==> src/rtl/sprite_palette_pkg.sv <==
// Shared types, constants and the colour-cycle index remap for the sprite palette lookup.
package sprite_palette_pkg;

  localparam int BANK_W      = 4;
  localparam int RGB_COLOR_W = 4;

  typedef struct packed {
    logic [RGB_COLOR_W-1:0] red;
    logic [RGB_COLOR_W-1:0] green;
    logic [RGB_COLOR_W-1:0] blue;
  } rgb_t;

  // Rotates idx within [lo, hi] by offset; offset < len, so one conditional subtract suffices.
  function automatic logic [15:0] cyc_map(input logic [15:0] idx,
                                          input logic [15:0] offset,
                                          input logic [15:0] lo,
                                          input logic [15:0] hi);
    logic [15:0] len;
    logic [15:0] rel;
    len = hi - lo + 16'd1;
    if ((idx < lo) || (idx > hi)) begin
      return idx;
    end
    rel = idx - lo + offset;
    if (rel >= len) begin
      rel = rel - len;
    end
    return lo + rel;
  endfunction

endpackage

==> src/rtl/sprite_palette_lut_cycle_ctrl.sv <==
// Frame counter and colour-cycle offset; both clear every cycle while cycling is disabled.
module palette_cycle_ctrl
  import sprite_palette_pkg::*;
#(
  parameter int CYC_PERIOD = 8,
  parameter int LEN        = 4,
  parameter int OFF_W      = 4
) (
  input  logic             Clk,
  input  logic             Reset_n,
  input  logic             frame_start,
  input  logic             cyc_en,
  output logic [OFF_W-1:0] offset
);

  localparam int CNT_W = (CYC_PERIOD > 1) ? $clog2(CYC_PERIOD) : 1;

  logic [CNT_W-1:0] frame_cnt;
  logic [OFF_W:0]   off_inc;

  // One spare bit so LEN == 2^OFF_W still wraps correctly
  assign off_inc = {1'b0, offset} + (OFF_W+1)'(1);

  always_ff @(posedge Clk or negedge Reset_n) begin
    if (!Reset_n) begin
      frame_cnt <= '0;
      offset    <= '0;
    end else if (!cyc_en) begin
      frame_cnt <= '0;
      offset    <= '0;
    end else if (frame_start) begin
      if (int'(frame_cnt) == CYC_PERIOD - 1) begin
        frame_cnt <= '0;
        offset    <= (int'(off_inc) == LEN) ? '0 : off_inc[OFF_W-1:0];
      end else begin
        frame_cnt <= frame_cnt + CNT_W'(1);
      end
    end
  end

endmodule

==> src/rtl/sprite_palette_lut.sv <==
// Runtime-writable banked sprite palette with 2-cycle lookup, transparency key and colour cycling.
module sprite_palette_lut
  import sprite_palette_pkg::*;
#(
  parameter int INDEX_W    = 4,
  parameter int COLOR_W    = 4,
  parameter int NUM_BANKS  = 4,
  parameter int TRANS_IDX  = 0,
  parameter int CYC_LO     = 12,
  parameter int CYC_HI     = 15,
  parameter int CYC_PERIOD = 8
) (
  input  logic                 Clk,
  input  logic                 Reset_n,
  input  logic                 frame_start,
  input  logic [BANK_W-1:0]    bank_sel,
  input  logic                 cyc_en,
  input  logic                 pix_valid,
  input  logic [INDEX_W-1:0]   pix_index,
  input  logic                 wr_en,
  input  logic [BANK_W-1:0]    wr_bank,
  input  logic [INDEX_W-1:0]   wr_addr,
  input  logic [3*COLOR_W-1:0] wr_data,
  output logic                 out_valid,
  output logic [COLOR_W-1:0]   red,
  output logic [COLOR_W-1:0]   green,
  output logic [COLOR_W-1:0]   blue,
  output logic                 transparent,
  output logic [BANK_W-1:0]    active_bank
);

  localparam int ENTRIES = 2 ** INDEX_W;
  localparam int RGB_W   = 3 * COLOR_W;
  localparam int LEN     = CYC_HI - CYC_LO + 1;
  localparam int SEL_W   = (NUM_BANKS > 1) ? $clog2(NUM_BANKS) : 1;

  logic [RGB_W-1:0]   pal [NUM_BANKS][ENTRIES];
  logic [INDEX_W-1:0] offset;
  logic               wr_ok;
  logic               sel_ok;

  logic               vld_p1;
  logic [INDEX_W-1:0] idx_p1;
  logic [SEL_W-1:0]   bank_p1;
  logic [INDEX_W-1:0] mapped_p1;
  logic [RGB_W-1:0]   entry_p1;
  logic               trans_p1;

  palette_cycle_ctrl #(
    .CYC_PERIOD (CYC_PERIOD),
    .LEN        (LEN),
    .OFF_W      (INDEX_W)
  ) u_cycle (
    .Clk         (Clk),
    .Reset_n     (Reset_n),
    .frame_start (frame_start),
    .cyc_en      (cyc_en),
    .offset      (offset)
  );

  assign wr_ok  = wr_en && (int'(wr_bank) < NUM_BANKS);
  assign sel_ok = frame_start && (int'(bank_sel) < NUM_BANKS);

  // Reads below see pre-edge contents, giving read-before-write on a same-entry collision
  always_ff @(posedge Clk or negedge Reset_n) begin
    if (!Reset_n) begin
      for (int b = 0; b < NUM_BANKS; b++) begin
        for (int e = 0; e < ENTRIES; e++) begin
          pal[b][e] <= '0;
        end
      end
    end else if (wr_ok) begin
      pal[wr_bank[SEL_W-1:0]][wr_addr] <= wr_data;
    end
  end

  // Stage 1: capture pixel and the bank in force before any switch on this edge
  always_ff @(posedge Clk or negedge Reset_n) begin
    if (!Reset_n) begin
      active_bank <= '0;
      vld_p1      <= 1'b0;
      idx_p1      <= '0;
      bank_p1     <= '0;
    end else begin
      if (sel_ok) begin
        active_bank <= bank_sel;
      end
      vld_p1  <= pix_valid;
      idx_p1  <= pix_index;
      bank_p1 <= active_bank[SEL_W-1:0];
    end
  end

  assign mapped_p1 = INDEX_W'(cyc_map(16'(idx_p1), 16'(offset), 16'(CYC_LO), 16'(CYC_HI)));
  assign entry_p1  = pal[bank_p1][mapped_p1];
  assign trans_p1  = (idx_p1 == INDEX_W'(TRANS_IDX));

  // Stage 2: remap, read and register outputs; colours hold while no pixel is present
  always_ff @(posedge Clk or negedge Reset_n) begin
    if (!Reset_n) begin
      out_valid   <= 1'b0;
      transparent <= 1'b0;
      red         <= '0;
      green       <= '0;
      blue        <= '0;
    end else begin
      out_valid <= vld_p1;
      if (vld_p1) begin
        transparent <= trans_p1;
        if (trans_p1) begin
          {red, green, blue} <= '0;
        end else begin
          {red, green, blue} <= entry_p1;
        end
      end
    end
  end

endmodule
==> config.mk <==
export PLATFORM = sky130hd
export DESIGN_NAME = sprite_palette_lut
export DESIGN_NICKNAME = d
export VERILOG_FILES = /design/src/rtl/sprite_palette_pkg.sv /design/src/rtl/sprite_palette_lut_cycle_ctrl.sv /design/src/rtl/sprite_palette_lut.sv
export SDC_FILE = /design/constraint.sdc
export NUM_CORES = 1
export LEC_CHECK = 0
export CELL_PAD_IN_SITES_DETAIL_PLACEMENT = 2
export CELL_PAD_IN_SITES_GLOBAL_PLACEMENT = 2
export CORE_AREA = 2 2 430 347
export CTS_BUF_LIST = sky130_fd_sc_hd__clkbuf_4 sky130_fd_sc_hd__clkbuf_8
export CTS_CLUSTER_SIZE = 40
export DETAILED_ROUTE_END_ITERATION = 7
export DIE_AREA = 0 0 432 349
export GPL_TIMING_DRIVEN = 0
export PLACE_DENSITY = 0.57
export SYNTH_ARGS = -nofsm -noshare
export SYNTH_HDL_FRONTEND = slang
export SYNTH_SLANG_ARGS = --single-unit
==> constraint.sdc <==
create_clock -name Clk -period 3.4 [get_ports Clk]
set_clock_uncertainty 0.2 [all_clocks]
set_input_delay 0.51 -clock Clk [delete_from_list [all_inputs] [get_ports Clk]]
set_output_delay 0.51 -clock Clk [all_outputs]
set_load 0.005 [all_outputs]
==> results of run 1 <==
[worst max-delay path, cell delays in order, from the launching register on]
cell and delay, ps:
dfrtp_2 440, ha_4 180, fa_2 390, xor2_2 200, inv_2 80, ha_4 160
a21boi_4 150, o311a_4 140, and3_4 160, a2111oi_4 270, buf_6 180, buf_12 150
mux2i_4 460, o22ai_1 120
[cell usage in the layout (no fill, tap or decap), types with 15 or more instances in the layout]
| cell | count |
|---|---|
| a221oi_2 | 16 |
| nor2_1 | 54 |
| mux2_2 | 768 |
| buf_4 | 33 |
| a22o_1 | 47 |
| mux4_2 | 192 |
| clkbuf_1 | 122 |
| clkbuf_4 | 57 |
| dfrtp_1 | 796 |
| clkdlybuf4s50_1 | 37 |
| buf_2 | 39 |
| a221oi_4 | 18 |
| mux2i_1 | 15 |
| clkbuf_8 | 181 |
| nand2_1 | 51 |
[Yosys cell counts (2+ instances only)]
cell / number / area, um^2
nor2_1: 58 / 218
nand2_1: 52 / 195
nand2b_1: 5 / 31.3
a21oi_1: 6 / 30.0
mux2_1: 3 / 33.8
nand3_1: 11 / 55.1
a221oi_1: 48 / 420
nor3b_1: 2 / 15.0
a21boi_0: 3 / 22.5
buf_4: 8 / 60.1
nand3b_1: 2 / 15.0
mux2i_1: 40 / 400
a211oi_1: 2 / 15.0
nor3_1: 6 / 30.0
buf_6: 3 / 33.8
mux4_2: 192 / 4320
a22o_1: 48 / 420
ha_1: 11 / 138
mux2_2: 769 / 8660
buf_1: 15 / 56.3
inv_1: 15 / 56.3
dfrtp_1: 800 / 20000
o22ai_1: 12 / 75.1
buf_2: 52 / 260
or3_1: 2 / 12.5
and3_1: 3 / 18.8
clkbuf_1: 149 / 559
nor2b_1: 10 / 62.6
[power groups by stage]
stage	Sequential, uW	Clock, uW	Combinational (uW)
CTS	10300	10000	3420
floorplan	10300	0	1690
global placement	10400	0	2990
global route	10300	10400	3600
detailed placement	10400	0	3110
finish	10300	9760	3420
[kinds of logic after synthesis]
group | share of synthesized area (%)
adder cells (fa/ha/maj) | 0.433
AND/OR/NAND/NOR | 1.87
flip-flops | 55.0
AO/OA/AOI/OAI | 2.97
XOR/XNOR | 0.0687
multiplexers | 36.9
buffers and inverters | 2.83
[path summary, 6_finish.rpt]
check	startpoint	to	slack, ps	cells past startpoint
min in group asynchronous	Reset_n	out_valid$_DFF_PN0_	120	3
max in group asynchronous	Reset_n	pal[648]$_DFFE_PN0P_	700	6
setup reg to reg	u_cycle.offset[0]$_DFFE_PN0P_	blue[1]$_DFFE_PN0P_	-100	13
hold / removal	wr_data[9]	pal[681]$_DFFE_PN0P_	110	2
hold reg to reg	active_bank[1]$_DFFE_PN0P_	bank_p1[1]$_DFF_PN0_	210	0
setup / recovery	u_cycle.offset[0]$_DFFE_PN0P_	blue[1]$_DFFE_PN0P_	-100	13
[metal layers]
layer | wire, um | GRT usage [%] | share of wire, % | up-vias
li1 | - | - | - | 9222
met1 | 68700 | 28.0 | 48 | 13060
met2 | 64500 | 29.5 | 45 | 628
met3 | 6550 | 3.13 | 4.6 | 212
met4 | 3700 | 6.05 | 2.6 | 0
met5 | 0 | 0 | 0 | -
[state kept, by name, indices dropped and copies added (netlist names)]
register / cells
idx_p1: 4
pal: 768
out_valid: 1
vld_p1: 1
green: 4
red: 4
active_bank: 4
u_cycle.offset: 4
transparent: 1
blue: 4
u_cycle.frame_cnt: 3
bank_p1: 2
[timing repair]
action	CTS	global route
setup buffers	21	8
hold buffers	8	0
gates resized for setup	227	23
pin swaps	13	6
endpoints found under the setup margin	12	12
endpoints found under the hold margin	132	0
cloned	2	0
[final cells by class]
type	instances	area (um^2)
Antenna cell	3	7.51
Clock buffer	223	2770
Sequential cell	800	20000
Multi-Input combinational cell	1300	16200
Buffer	227	1260
Timing Repair Buffer	85	1000
Clock inverter	24	248
Tap cell	1920	2400
Inverter	16	60.1
Fill cell	14938	102000
[metrics by stage]
stage	total power [uW]	instance area, um^2	util (%)
2_1_floorplan	12000	36400	-
3_3_place_gp	13400	39200	26.8
3_5_place_dp	13500	39400	26.9
4_1_cts	23700	43800	29.9
5_1_grt	24300	44000	30.0
6_report	23400	44000	30.0
==> qor.yml, run 1 <==
worst_setup_path:
  startpoint_type: "flop"
  timing_worst_setup_path_type: "reg -> reg"
  worstPathRequired_ps: 3850
  critical_path.max_fanout: 5
  cp-end-kind: "flop"
  cp.arrival_ps: 3950
sta:
  slew_headroom_pct: 7.36
  tns_ps: -345
  holdWs_ps: 115
  setup_slack_ps: -96.0
  setup_violations: 6
  fmax_mhz: 286
  tightest_slew_ps: 1390
  min_period_over_period_pct: 103
  period_minus_slack_ps: 3500
  finalHoldViolCount: 0
  rsz0062_at_grt: "true"
  slew_viol_final: 0
global_routing:
  grt_pass1_vias: 26320
  grt_pass1_wl_um: 206000
  grt_max_degree: 125
  overflow: 0
  antenna_found_initial: 12
  grt_use_total_pct: 19.3
layout:
  synthToLayoutAreaGrowth_pct: 20.8
  fin_nets: 2615
  drive_gt1_share_pct: 53.8
  fin_cells: 4598
floorplan:
  num_rows: 126
  die-height_um: 349
  core_area_mm2: 0.146
  die_w_um: 432
  pin_count: 52
  start_util_pct: 24.9
  dieArea_mm2: 0.151
synth:
  synth_edf_count: 0
  synthesis.nets: 2389
  ys_warn_count: 0
  async_flop_share_pct: 100
  ys_ff_latch: 800
  mappedNetlistArea_mm2: 0.0364
  netlist_instances: 2343
  avgSynthCellArea_um2: 15.5
  ys.flop_type: "dfrtp_1"
  ys_seq_area_share_pct: 55.0
  yosysUniqueCellTypes: 44
drt:
  firstDrtPassIters: 5
  vias_per_cell: 5.03
  wl_per_cell_um: 31.2
  drc: 0
  vias: 23122
  drtIter0Drc: 1679
  wirelength_um: 143000
  antenna_left: 0
job:
  maxCapViolations: 0
run_status:
  violations: "setup timing"
  status: "finished, violations left"
power_and_ir_drop:
  p_seq_share_pct: 43.8
  power_frac_comb_pct: 14.6
  switching_share_pct: 28.2
  clock_power_share_pct: 41.6
  internal_power_uw: 16800
  p_sw_uw: 6610
  pwr_density_cell_mw_per_mm2: 533
  irDropWorstVdd_uv: 257
  cellLeakagePower_uw: 0.0201
placed_design:
  hpwl_um: 101000
  io_buffers: 38
  place_inst: 4309
  place_congestion: 0.824
  dpl_worst_slack_ps: -1550
clocking:
  h-tree-depth: 4
  cts_buffers: 139
  clk_latency_ps: 850
  clk_pin_slew_ps: 60
  cts_num_sinks: 800
  cts_tree: "done"
  cts.path.max_buffers: 3
  clk_root_buffer_cell: "clkbuf_8"
hold_path:
  hold_path_class: "in -> reg"
Power figures use the tool's default switching activity.
==> run 2: changes to the inputs <==
- PLACE_DENSITY: 0.57 -> 0.55
- clock period: 3.4 -> 4.1 ns (I/O delays scaled with it)
==> run 2 against run 1 <==
  * The run still ends with setup timing left
  * Worst setup slack better by 94 ps
  * Global-route usage up 0.099 points
  * Sequential share of layout area up 1.2 points
  * Combinational power down 23%
  * Cell count down 0.70%
  * Hold slack better by 46 ps
  * Wire length up 0.16%
  * Critical path depth down 5
  * Clock power down 18%
  * Final area down 2.6%
  * Clock-buffer cell count down 4
  * Die area unchanged
  * Largest cell class unchanged
==> qor.yml, run 2 (synthesized netlist as in run 1, its figures left out) <==
drt:
  vias: 23016  # -0.46%
  antenna_left: 0  # unchanged
  drtIter0Drc: 1467  # -13%
  drc: 0  # unchanged
  wirelength_um: 144000  # +0.16%
  wl_per_cell_um: 31.5  # +0.87%
  vias_per_cell: 5.04  # +0.24%
  firstDrtPassIters: 5  # unchanged
worst_setup_path:
  startpoint_type: "flop"
  worstPathRequired_ps: 4620  # +770 ps
  startpoint: "bank_p1[1]$_DFF_PN0_"
  cp.arrival_ps: 4620  # +670 ps
  cp-end-kind: "flop"
  critical_path.max_fanout: 10  # +5
  r2r_start: "bank_p1[1]$_DFF_PN0_"
  timing_worst_setup_path_type: "reg -> reg"
power_and_ir_drop:
  clock_power_share_pct: 41.9  # +0.3 points
  pwr_density_cell_mw_per_mm2: 448  # -16%
  internal_power_uw: 13700  # -18%
  p_seq_share_pct: 44.4  # +0.6 points
  power_frac_comb_pct: 13.8  # -0.8 points
  irDropWorstVdd_uv: 276  # +7.4%
  switching_share_pct: 28.4  # +0.19 points
  cellLeakagePower_uw: 0.0198  # -1.6%
  p_sw_uw: 5450  # -18%
  power_uw: 19200  # -18%
global_routing:
  overflow: 0  # unchanged
  antenna_found_initial: 14  # +2
  grt_pass1_wl_um: 207000  # +0.19%
  grt_max_degree: 123  # -1.6%
  grt_use_total_pct: 19.4  # +0.099 points
  grt_pass1_vias: 26282  # -0.14%
placed_design:
  hpwl_um: 102000  # +1.5%
  place_inst: 4309  # unchanged
  io_buffers: 38  # unchanged
  place_congestion: 0.810  # -1.7%
sta:
  setup_slack_ps: -1.72  # +94.3 ps
  finalHoldViolCount: 0  # unchanged
  tightest_slew_ps: 1330  # -55.2 ps
  slew_headroom_pct: 11.0  # +3.7 points
  fmax_mhz: 244  # -15%
  min_period_over_period_pct: 100  # -2.8 points
  setup_violations: 1  # -5
  slew_viol_final: 0  # unchanged
  period_minus_slack_ps: 4100  # +606 ps
  tns_ps: -1.72  # +344 ps
  rsz0062_at_grt: "false"
floorplan:
  pin_count: 52  # unchanged
  die_w_um: 432  # unchanged
  core_area_mm2: 0.146  # unchanged
  die-height_um: 349  # unchanged
  dieArea_mm2: 0.151  # unchanged
  num_rows: 126  # unchanged
  start_util_pct: 24.9  # unchanged
layout:
  fin_cells: 4566  # -0.70%
  drive_gt1_share_pct: 50.7  # -3.1 points
  fin_nets: 2592  # -0.88%
  largest_reg_flops: 768  # unchanged
  synthToLayoutAreaGrowth_pct: 17.6
  largest-register: "pal"
  mostFrequentLayoutCell: "dfrtp_1"
  final_cell_mix: "dfrtp_1, mux2_2, mux4_2"
run_status:
  violations: "setup timing"
  status: "finished, violations left"
clocking:
  cts_buffers: 143  # +2.9%
  clk_latency_ps: 880  # +30 ps
  cts_tree: "done"
  clk_pin_slew_ps: 60  # about the same
  h-tree-depth: 4  # unchanged
  cts.path.max_buffers: 3  # unchanged
  clk_root_buffer_cell: "clkbuf_8"
  cts_num_sinks: 800  # unchanged
hold_path:
  hold_path_class: "in -> async"
job:
  maxCapViolations: 0  # unchanged
## run 2: changes by cell type in the layout (fill, tap and decap cells not counted), sizes merged, moves of 3 or more
cell | previous run | this run
buf | 119 | 85
clkinv | 12 | 9
clkdlybuf4s15 | 0 | 3
inv | 18 | 22
## run 2: per-layer routing
layer | global-route usage [%] | routed length (um) | share of wire [%]
met3 | 3.93 | 7770 | 5.4
met1 | 28.3 | 68800 | 48
met4 | 5.27 | 3480 | 2.4
met2 | 29.2 | 63600 | 44
met5 | 0 | 54 | 0.038
## run 2: through the flow
step | utilization [%] | hold slack (ps) | cell area [um^2] | worst slack [ps]
after detailed placement | 26.9 | 235 | 39400 | -972
after global routing | 29.2 | 98.8 | 42800 | 4.67
after global placement | 26.8 | 228 | 39200 | -33530
after floorplan | - | 119 | 36400 | 804
final | 29.2 | 161 | 42800 | -1.72
after CTS | 29.1 | 73.9 | 42700 | 1.35
## run 2: power groups by stage
stage | combinational, uW | sequential (uW) | clock [uW]
final | 2640 | 8510 | 8030
after CTS | 2650 | 8510 | 8290
after global routing | 2790 | 8560 | 8650
after global placement | 2500 | 8650 | 0
after floorplan | 1400 | 8550 | 0
after detailed placement | 2590 | 8650 | 0
## run 2: what timing repair did
action | in CTS | in global routing
gates resized for setup | 52 | 38
setup endpoints to repair | 12 | 12
hold endpoints to repair | 101 | 0
pin swaps | 2 | 3
hold buffers | 7 | 0
buffers inserted | 4 | 1
gates cloned | 0 | 0
## run 2: final cells by class
type | count | area [um^2]
antenna | 2 | 5.00
buffer | 227 | 1050
clock buffer | 219 | 2700
clock inverter | 24 | 269
fill | 15042 | 104000
inverter | 16 | 60.1
multi-input combinational | 1300 | 15600
sequential | 800 | 20000
tap | 1920 | 2400
timing repair buffer | 58 | 726
## run 2: final timing paths
| check | endpoint | slack (ps) | cells after the start |
|---|---|---|---|
| worst max-delay path | red[3]$_DFFE_PN0P_ | -2 | 8 |
| worst min-delay path | blue[2]$_DFFE_PN0P_ | 160 | 2 |
| worst max register to register | red[3]$_DFFE_PN0P_ | -2 | 8 |
| worst min register to register | bank_p1[1]$_DFF_PN0_ | 230 | 0 |
| max in group asynchronous | pal[79]$_DFFE_PN0P_ | 1340 | 5 |
| min in group Clk | pal[657]$_DFFE_PN0P_ | 160 | 2 |
## run 2: critical path, stage by stage, from the launching register on
cell and delay (ps):
dfrtp_1 540, buf_2 320, clkdlybuf4s15_1 940, mux4_2 460, a22o_1 230, a221oi_1 470
mux2i_1 230, mux2i_4 420, o22ai_1 120
==> run 3: changes to the inputs <==
- GPL_TIMING_DRIVEN: 0 -> default
==> run 3 against run 2 <==
  * The run now ends clean
  * Cell count shrank 1.6%
  * Wire length shrank 14%
  * Worst setup slack gained 92 ps
  * First-iteration DRC count shrank 11%
  * Final area grew 0.36%
  * Clock power shrank 1%
  * Non-clock buffer count shrank 76
  * Die area is the same
  * Clock-buffer cell count shrank 3
  * Critical endpoint is now green[2]$_DFFE_PN0P_
  * Largest cell class unchanged
==> qor.yml, run 3 (synthesized netlist as in run 1, its figures left out) <==
floorplan:
  die_w_um: 432  # unchanged
  num_rows: 126  # unchanged
  dieArea_mm2: 0.151  # unchanged
  die-height_um: 349  # unchanged
  pin_count: 52  # unchanged
  core_area_mm2: 0.146  # unchanged
  start_util_pct: 24.9  # unchanged
layout:
  nFillCells: 14957  # -0.57%
  largest_reg_flops: 768  # unchanged
  fin_nets: 2513  # -3.0%
  fin_cells: 4493  # -1.6%
  drive_gt1_share_pct: 54.1  # +3.4 points
  mostFrequentLayoutCell: "dfrtp_1"
  design_area_mm2: 0.0430  # +0.36%
  synthToLayoutAreaGrowth_pct: 18.0
  final_cell_mix: "dfrtp_1, mux2_2, mux4_2"
  largest-register: "pal"
clocking:
  clk_root_buffer_cell: "clkbuf_8"
  cts_buffers: 139  # -2.8%
  clk_pin_slew_ps: 70  # about the same
  clk_latency_ps: 860  # -20 ps
  cts_num_sinks: 800  # unchanged
  h-tree-depth: 4  # unchanged
  cts_tree: "done"
  cts.path.max_buffers: 3  # unchanged
placed_design:
  hpwl_um: 80800  # -21%
  place_inst: 4241  # -1.6%
  io_buffers: 51  # +34%
  placed_area_mm2: 0.0399  # +1.2%
  place_congestion: 0.776  # -4.3%
worst_setup_path:
  crit_buf_inv: 1  # -1
  cp-end-kind: "flop"
  slowest_stage: "a221oi_1"
  critPathTopFamily: "compound AO/OA/AOI/OAI gates"
  startpoint_type: "flop"
  critical_path.max_fanout: 48  # +38
  worstPathRequired_ps: 4600  # -20 ps
  crit_path_max_incr_delay_ps: 700  # -240 ps
  crit_chain: "ha_1, fa_1, mux2_2, nor2_4, buf_4, a22o_1, a221oi_1, mux2i_1, mux2i_1, o22ai_1"
  crit_top_cell: "mux2i_1"
  ff2ff_setup_slack_ps: 90  # +90 ps
  cp.arrival_ps: 4510  # -110 ps
  timing_worst_setup_path_type: "reg -> reg"
drt:
  firstDrtPassIters: 5  # unchanged
  vias: 21780  # -5.4%
  wl_per_cell_um: 27.5  # -13%
  wirelength_um: 124000  # -14%
  vias_per_cell: 4.85  # -3.8%
  antenna_left: 0  # unchanged
  drtIter0Drc: 1307  # -11%
  drc: 0  # unchanged
power_and_ir_drop:
  cellLeakagePower_uw: 0.0200  # +1.0%
  irDropWorstVdd_uv: 298  # +8.2%
  pwr_density_cell_mw_per_mm2: 438  # -2.2%
global_routing:
  grt_pass1_wl_um: 183000  # -12%
  overflow: 0  # unchanged
  grt_use_total_pct: 16.7  # -2.8 points
  grt_max_degree: 90  # -27%
  antenna_found_initial: 12  # -2
  grt_pass1_vias: 24921  # -5.2%
sta:
  slew_headroom_pct: 24.2  # +13 points
  setup_violations: 0  # -1
  period_minus_slack_ps: 4010  # -92.0 ps
  finalHoldViolCount: 0  # unchanged
  rsz0062_at_grt: "false"
  min_period_over_period_pct: 97.8  # -2.2 points
  fmax_mhz: 249  # +2.3%
  tightest_slew_ps: 1140  # -199 ps
  slew_viol_final: 0  # unchanged
  tns_ps: 0  # +1.72 ps
run_status:
  status: "finished clean"
hold_path:
  hold_path_class: "in -> reg"
job:
  maxCapViolations: 0  # unchanged
-- run 3: through the flow --
step                worst slack (ps)  hold WS, ps  power (uW)  utilization, %
floorplan                        804          119        9950               -
global placement                -142          182       11000            27.2
global route                    15.2         94.8       19700            29.3
CTS                             18.7         45.2       19200            29.3
detailed placement              -148          198       11100            27.2
finish                          90.3          141       18800            29.3
-- run 3: cell type report --
class                           instances  area, um^2  share of cell area [%]
Inverter                               16        60.1                   0.140
Sequential cell                       800       20000                    46.6
Antenna cell                            4        10.0                  0.0233
Clock inverter                         27         260                   0.606
Tap cell                             1920        2400                    5.59
Clock buffer                          216        2700                    6.29
Timing Repair Buffer                  209        2060                    4.80
Multi-Input combinational cell       1301       15400                    35.9
-- run 3: final timing paths --
check | start | endpoint | cells past startpoint
max in group asynchronous | Reset_n | pal[312]$_DFFE_PN0P_ | 3
max reg2reg | u_cycle.offset[0]$_DFFE_PN0P_ | green[2]$_DFFE_PN0P_ | 10
min in group asynchronous | Reset_n | pal[580]$_DFFE_PN0P_ | 2
min reg2reg | active_bank[0]$_DFFE_PN0P_ | bank_p1[0]$_DFF_PN0_ | 0
max | u_cycle.offset[0]$_DFFE_PN0P_ | green[2]$_DFFE_PN0P_ | 10
min | pix_index[3] | idx_p1[3]$_DFF_PN0_ | 1
-- run 3: metal layers --
layer	track usage, %	wire length (um)	vias to the layer above
li1	-	-	8953
met1	24.7	61300	12237
met2	24.7	54800	421
met3	2.66	4740	169
met4	5.20	2810	0
met5	0	0	-
-- run 3: power breakdown --
group | internal (uW) | switching, uW | leakage (uW) | total (uW)
sequential | 8290 | 307 | 0.0110 | 8590
combinational | 1030 | 1290 | 0.00745 | 2320
clock | 4390 | 3520 | 0.00157 | 7910
-- run 3: timing repair --
action,in CTS,in global routing
pin swaps,1,0
hold buffers,3,0
buffers inserted,1,0
endpoints found under the hold margin,62,0
gates cloned,1,0
setup endpoints to repair,4,4
resized for setup,2,4
